===== src/rtl/instruction_decoder_pkg.sv =====
// Shared constants for the fetch/decode stage: registers, addressing modes,
// instruction formats, sequencer states and opcode groups.
package instruction_decoder_pkg;

  // Register numbers; R2/R3 double as the constant generators.
  localparam logic [3:0] R0  = 4'd0;
  localparam logic [3:0] R1  = 4'd1;
  localparam logic [3:0] R2  = 4'd2;
  localparam logic [3:0] R3  = 4'd3;
  localparam logic [3:0] R4  = 4'd4;
  localparam logic [3:0] R5  = 4'd5;
  localparam logic [3:0] R6  = 4'd6;
  localparam logic [3:0] R7  = 4'd7;
  localparam logic [3:0] R8  = 4'd8;
  localparam logic [3:0] R9  = 4'd9;
  localparam logic [3:0] R10 = 4'd10;
  localparam logic [3:0] R11 = 4'd11;
  localparam logic [3:0] R12 = 4'd12;
  localparam logic [3:0] R13 = 4'd13;
  localparam logic [3:0] R14 = 4'd14;
  localparam logic [3:0] R15 = 4'd15;
  localparam logic [3:0] CG1 = R2;
  localparam logic [3:0] CG2 = R3;

  // Source addressing modes (As); destination uses only bit 0 (Ad).
  localparam logic [1:0] AS_REG = 2'b00;  // Rn
  localparam logic [1:0] AS_IDX = 2'b01;  // x(Rn), &abs
  localparam logic [1:0] AS_IND = 2'b10;  // @Rn
  localparam logic [1:0] AS_INC = 2'b11;  // @Rn+, #imm

  // Instruction format encodings on fmt.
  localparam logic [1:0] FMT_I   = 2'b00;
  localparam logic [1:0] FMT_II  = 2'b01;
  localparam logic [1:0] FMT_JMP = 2'b10;
  localparam logic [1:0] FMT_ILL = 2'b11;

  // Sequencer states.
  localparam logic [1:0] ST_FETCH_IW  = 2'd0;
  localparam logic [1:0] ST_FETCH_SRC = 2'd1;
  localparam logic [1:0] ST_FETCH_DST = 2'd2;
  localparam logic [1:0] ST_ISSUE     = 2'd3;

  // Opcode groups: format I opcodes live in IW[15:12], format II in IW[15:7].
  localparam logic [3:0] OP_MOV   = 4'h4;
  localparam logic [3:0] OP_ADD   = 4'h5;
  localparam logic [3:0] OP_AND   = 4'hF;
  localparam logic [5:0] OP_FMT2  = 6'b000100;
  localparam logic [8:0] OP_RRC   = 9'b000100_000;
  localparam logic [2:0] OP_JUMP  = 3'b001;

endpackage


===== src/rtl/instruction_decoder_iw_field_decode.sv =====
// Combinational split of an instruction word into its format fields and the
// number of extension words it needs.
module instruction_decoder_iw_field_decode
  import instruction_decoder_pkg::*;
(
  input  logic [15:0] iw,
  output logic [3:0]  src_a,
  output logic [1:0]  as_mode,
  output logic [3:0]  dst_a,
  output logic        ad,
  output logic        bw,
  output logic [1:0]  fmt,
  output logic        need_src,
  output logic        need_dst
);

  // Field extraction by format, then extension-word requirements.
  always_comb begin
    // NOTE: every output gets a default first so no path leaves one unassigned (no latch).
    src_a   = R0;
    as_mode = AS_REG;
    dst_a   = R0;
    ad      = 1'b0;
    bw      = 1'b0;
    fmt     = FMT_ILL;
    if (iw[15:12] >= OP_MOV) begin
      fmt     = FMT_I;
      src_a   = iw[11:8];
      ad      = iw[7];
      bw      = iw[6];
      as_mode = iw[5:4];
      dst_a   = iw[3:0];
    end else if (iw[15:10] == OP_FMT2) begin
      fmt     = FMT_II;
      src_a   = iw[3:0];
      dst_a   = iw[3:0];
      as_mode = iw[5:4];
      bw      = iw[6];
    end else if (iw[15:13] == OP_JUMP) begin
      fmt = FMT_JMP;
    end
    // Indexed/absolute needs a word unless it is the CG2 constant; #imm is @PC+.
    need_src = ((fmt == FMT_I) || (fmt == FMT_II)) &&
               (((as_mode == AS_IDX) && (src_a != CG2)) ||
                ((as_mode == AS_INC) && (src_a == R0)));
    need_dst = (fmt == FMT_I) && ad;
  end

endmodule


===== src/rtl/instruction_decoder.sv =====
// Fetch/decode sequencer: latches the instruction word and its 0-2 extension
// words from the memory bus, then holds them for execute until consumed.
module instruction_decoder
  import instruction_decoder_pkg::*;
#(
  parameter logic [15:0] RESET_IW = 16'h4303
) (
  input  logic        MCLK,
  input  logic        reset,
  input  logic        flush,
  input  logic [15:0] MDB_in,
  input  logic        mem_valid,
  output logic        fetch_req,
  output logic        pc_inc,
  output logic [15:0] IW,
  output logic [3:0]  srcA,
  output logic [1:0]  As,
  output logic [3:0]  dstA,
  output logic        Ad,
  output logic        BW,
  output logic [1:0]  fmt,
  output logic [15:0] srcExt,
  output logic [15:0] dstExt,
  output logic        dec_valid,
  input  logic        exec_ready
);

  logic [1:0] state;
  logic       need_dst_q;

  logic [3:0] d_src_a;
  logic [1:0] d_as;
  logic [3:0] d_dst_a;
  logic       d_ad;
  logic       d_bw;
  logic [1:0] d_fmt;
  logic       d_need_src;
  logic       d_need_dst;

  // Decode straight off the bus so fields latch together with IW.
  instruction_decoder_iw_field_decode u_decode (
    .iw       (MDB_in),
    .src_a    (d_src_a),
    .as_mode  (d_as),
    .dst_a    (d_dst_a),
    .ad       (d_ad),
    .bw       (d_bw),
    .fmt      (d_fmt),
    .need_src (d_need_src),
    .need_dst (d_need_dst)
  );

  // A word is accepted whenever we are fetching and the bus delivers; flush discards it.
  assign fetch_req = (state != ST_ISSUE);
  assign pc_inc    = fetch_req && mem_valid && !flush && !reset;
  assign dec_valid = (state == ST_ISSUE) && !flush;

  // Sequencer and field registers; flush only redirects the state.
  always_ff @(posedge MCLK or posedge reset) begin
    if (reset) begin
      state      <= ST_FETCH_IW;
      need_dst_q <= 1'b0;
      IW         <= RESET_IW;
      srcA       <= R0;
      As         <= AS_REG;
      dstA       <= R0;
      Ad         <= 1'b0;
      BW         <= 1'b0;
      fmt        <= FMT_I;
      srcExt     <= 16'h0000;
      dstExt     <= 16'h0000;
    end else if (flush) begin
      state <= ST_FETCH_IW;
    end else begin
      // NOTE: non-blocking assignments keep every register updating from pre-edge values.
      case (state)
        ST_FETCH_IW: begin
          if (mem_valid) begin
            IW         <= MDB_in;
            srcA       <= d_src_a;
            As         <= d_as;
            dstA       <= d_dst_a;
            Ad         <= d_ad;
            BW         <= d_bw;
            fmt        <= d_fmt;
            need_dst_q <= d_need_dst;
            srcExt     <= 16'h0000;
            dstExt     <= 16'h0000;
            if (d_need_src)      state <= ST_FETCH_SRC;
            else if (d_need_dst) state <= ST_FETCH_DST;
            else                 state <= ST_ISSUE;
          end
        end
        ST_FETCH_SRC: begin
          if (mem_valid) begin
            srcExt <= MDB_in;
            state  <= need_dst_q ? ST_FETCH_DST : ST_ISSUE;
          end
        end
        ST_FETCH_DST: begin
          if (mem_valid) begin
            dstExt <= MDB_in;
            state  <= ST_ISSUE;
          end
        end
        ST_ISSUE: begin
          if (exec_ready) state <= ST_FETCH_IW;
        end
        default: state <= ST_FETCH_IW;
      endcase
    end
  end

endmodule


===== config.mk =====
export PLATFORM = sky130hd
export DESIGN_NAME = instruction_decoder
export DESIGN_NICKNAME = d
export VERILOG_FILES = /design/src/rtl/instruction_decoder_pkg.sv /design/src/rtl/instruction_decoder_iw_field_decode.sv /design/src/rtl/instruction_decoder.sv
export SDC_FILE = /design/constraint.sdc
export NUM_CORES = 1
export LEC_CHECK = 0
export ABC_CLOCK_PERIOD_IN_PS = 2400
export CAP_MARGIN = 25
export CORE_ASPECT_RATIO = 1.75
export CORE_MARGIN = 4
export CORE_UTILIZATION = 48
export DETAILED_ROUTE_END_ITERATION = 12
export PLACE_DENSITY_LB_ADDON = 0.3
export REMOVE_ABC_BUFFERS = 1
export SYNTH_ARGS = -nofsm -noshare
export SYNTH_HDL_FRONTEND = slang
export SYNTH_HIERARCHICAL = 1
export SYNTH_SLANG_ARGS = --single-unit

===== constraint.sdc =====
create_clock -name MCLK -period 2.4 [get_ports MCLK]
set_input_delay 0.36 -clock MCLK [delete_from_list [all_inputs] [get_ports MCLK]]
set_output_delay 0.36 -clock MCLK [all_outputs]
set_load 0.005 [all_outputs]

==> results of run 1 <==
==> cell usage in the layout (no fill, tap or decap), types with 2 or more instances in the layout <==
master           synthesis  routed
a22o_1                   3       3
dfrtp_1                 60      60
dfstp_2                  5       5
ha_1                     7       7
nor2_1                  11      11
nor3_4                   2       2
and2_1                   2       2
buf_4                    0      22
o21a_1                   2       2
nor4b_1                  2       2
nand2_1                 32      32
nor2b_1                  6       6
mux2_2                  32      32
inv_1                   41      40
mux2i_1                 33      33
clkinv_2                 0       2
clkdlybuf4s50_1          0      84
clkbuf_8                 0      13
==> cells by family (layout without fill, tap and decap cells) <==
group,Yosys count,count (layout),synth area share [%]
compound gates,16,16,4.238
mux,65,65,22.49
simple gates,60,60,9.821
buf+inv,52,165,7.416
fa+ha+maj,7,7,2.852
flops,65,65,53.18
==> power groups by stage <==
stage	Clock [W]	Sequential [W]	Combinational [W]
floorplan	0	0.00192	0.000962
global route	0.000945	0.00196	0.00252
CTS	0.000903	0.00190	0.00235
global placement	0	0.00190	0.00229
finish	0.000890	0.00190	0.00231
detailed placement	0	0.00192	0.00234
==> per-stage QoR <==
| step | TNS (ns) | power, W | utilization, % | hold WS, ns | cells |
|---|---|---|---|---|---|
| after floorplan | 0 | 0.002880 | - | 0.4702 | 254 |
| after global placement | -0.2569 | 0.004182 | 66.35 | 0.4868 | 442 |
| after detailed placement | -0.4644 | 0.004260 | 66.35 | 0.4938 | 442 |
| after CTS | 0 | 0.005161 | 69.45 | 0.4480 | 458 |
| after global routing | 0 | 0.005423 | 69.69 | 0.3903 | 458 |
| final | 0 | 0.005104 | 69.69 | 0.3637 | 458 |
==> area by class of cell <==
class / instances / area share (%)
timing repair buffer: 108 / 23.93
sequential: 65 / 37.62
inverter: 41 / 3.546
clock buffer: 14 / 4.209
tap: 80 / 2.306
multi-input combinational: 148 / 28.16
clock inverter: 2 / 0.2306
==> routing by layer <==
layer	global-route usage [%]	wire length, um	vias up
met5	0	0	-
met3	5.320	309	21
met2	38.16	4065	63
met4	8.101	197	0
met1	23.96	2908	1141
li1	-	-	1076
==> synth_stat cells (2+ instances only) <==
master,number
nor2_1,11
mux2i_1,33
buf_2,5
a22o_1,3
mux2_2,32
nor3_4,2
buf_6,2
nor2b_1,6
inv_1,41
dfrtp_1,60
ha_1,7
and2_1,2
dfstp_2,5
clkbuf_1,3
nor4b_1,2
o21a_1,2
nand2_1,32
==> flip-flops by register name (all words and copies together) (netlist names) <==
name	count
srcA	4
dstExt	16
IW	16
fmt	2
state	2
need_dst_q	1
srcExt	16
As	2
BW	1
Ad	1
dstA	4
==> critical path: stages <==
cell,delay [ns]
clkdlybuf4s50_1,0.44
or4b_4,0.55
o31a_1,0.27
o211ai_1,0.21
o41ai_2,0.12
buf_4,0.14
a211o_1,0.26
mux2i_1,0.15
==> worst min path at each step <==
| stage | from | to | slack, ns |
|---|---|---|---|
| after global placement | IW[15] | IW[15] | 0.49 |
| after detailed placement | fmt[0] | fmt[0] | 0.49 |
| final | MDB_in[12] | srcExt[12] | 0.36 |
| after global routing | MDB_in[12] | srcExt[12] | 0.39 |
| after floorplan | need_dst_q | need_dst_q | 0.47 |
| after CTS | reset | dstExt[1] | 0.45 |
==> metrics.log, run 1 <==
INFO  metric critPathCapture = state[1]
INFO  metric synthesis.area = 3070 um2
INFO  metric io_pins = 86
INFO  metric vias_per_cell = 5.024
INFO  metric post-place-ws = -0.2491 ns
INFO  metric totalWireLength = 7481 um
INFO  metric postSynth.asyncResetShare = 100.0%
INFO  metric finish.instance_area = 4340 um2
INFO  metric number_of_synthesis_warnings = 6
INFO  metric crit_start = MDB_in[11]
INFO  metric leakage = 1.926 nW
INFO  metric number_of_clock_sinks_seen_by_cts = 65
INFO  metric pwr-share-clk = 17.4%
INFO  metric ff_latch_area = 1633 um2
INFO  metric die_w = 68.46 um
INFO  metric synth_enable_flop_cells = 0
INFO  metric fmax = 447.2 MHz
INFO  metric rsz_0062_raised_after_global_routing = no
INFO  metric ctsResizeCount = 0
INFO  metric powerDensity = 1176 nW/um2
INFO  metric placement.cell_area = 4133 um2
INFO  metric grt_remaining_overflow = 0
INFO  metric fin_crit = 2.236 ns
INFO  metric outcome = finished clean
INFO  metric synthDistinctLibCells = 34
INFO  metric ctsHoldBuffers = 0
INFO  metric multiInputGateArea = 1222 um2
INFO  metric slew_headroom = 76.60%
INFO  metric cts_buffers = 9
INFO  metric worst-r2r-setup-slack = 0.37 ns
INFO  metric post_layout_net_count = 401
INFO  metric setup-violations-final = 0
INFO  metric core_area = 6228 um2
INFO  metric power.ir.vdd_worst = 0.4802 mV
INFO  metric insertedDiodeCount = 0
INFO  metric pin_count_of_the_biggest_net_entering_global_routing = 66
INFO  metric post_route_cells_drive_above_1_share = 21.69%
INFO  metric portion_of_the_post_synthesis_area_used_by_sequential_elements = 53.18%
INFO  metric drtPass1Iterations = 4
INFO  metric chipHeight = 113.8 um
INFO  metric pwr-share-comb = 45.4%
INFO  metric critPathLaunchType = input port
INFO  metric post-route-drc-count = 0
INFO  metric final.fill_count = 464
INFO  metric yosys.area.top_type_share = 48.90%
INFO  metric synth_flop_cell = dfrtp_1
INFO  metric share_seq_of_total_power = 37.2%
INFO  metric critPathRequiredTime = 2.67 ns
INFO  metric vias = 2,301
INFO  metric synth_top_cells_by_area = dfrtp_1, mux2_2, mux2i_1
INFO  metric dieArea = 7791 um2
INFO  metric hold_viol_final = 0
INFO  metric syn_inst = 265
INFO  metric detailedPlacementHpwl = 5407 um
INFO  metric drt_first_iter_violations = 99
INFO  metric post_cts.repair.setup_buffers = 0
INFO  metric post-route-period-util = 93.18%
INFO  metric routed_wire_length_per_instance = 16.33 um
INFO  metric synth.largest_area_cell = dfrtp_1
INFO  metric clkTransAtPathRegs = 0.07 ns
INFO  metric r2r-start = state[0]
INFO  metric internal_power = 0.003521 W
INFO  metric via_count_of_the_first_global_routing_pass = 2,511
INFO  metric groute.usage.overall = 21.59%
INFO  metric synthToLayoutAreaGrowth = 41.36%
INFO  metric critPathMaxFanout = 3
INFO  metric drv_cap = 0
INFO  metric power_switching = 0.001583 W
INFO  metric clockRootBuffer = clkbuf_8
INFO  metric ant_nets = 0
INFO  metric rr_endpoint = state[0]
INFO  metric worstMarginPinSlew = 0.3510 ns
INFO  metric max_slew_vio_count = 0
INFO  metric worst_r2r_path_depth = 5
INFO  metric holdCritPathClass = input port to flop
INFO  metric first_pass_grt_wire_length = 12,330 um
INFO  metric cp-end-kind = flop
INFO  metric criticalPathCategory = input port to flop
INFO  metric postSynthRegisterBits = 65
INFO  metric power_switching_share = 31.02%
INFO  metric syn_avg_cell_area = 11.59 um2
INFO  metric clock-skew-final = 0.01060 ns
INFO  metric start_util = 49.30%
INFO  metric ctsLongestPathBuffers = 2
INFO  metric critPathArrivalTime = 2.51 ns
INFO  metric antenna_found_initial = 0
INFO  metric timing.final.ws_setup = 0.1637 ns
INFO  metric gp_routability_congestion = 0.7772
INFO  metric port_bufs = 85
INFO  metric cts_max_level = 3
INFO  metric placementRows = 38
INFO  metric worst_skew_pair.late_latency = 0.35 ns
INFO  metric tritoncts_clock_tree = done
INFO  metric timing.hold.worst_path_depth = 3
Note: power is estimated with default switching activity, not from simulation.
==> run 2: changes to the inputs <==
--- a/config.mk
+++ b/config.mk
@@ -10,6 +10,7 @@
 export CORE_ASPECT_RATIO = 1.75
 export CORE_MARGIN = 4
 export CORE_UTILIZATION = 48
+export CTS_CLUSTER_DIAMETER = 80
 export DETAILED_ROUTE_END_ITERATION = 12
 export PLACE_DENSITY_LB_ADDON = 0.3
 export REMOVE_ABC_BUFFERS = 1
==> results of run 2 <==
The final DEF is identical to that of run 1; final timing and power are the same.
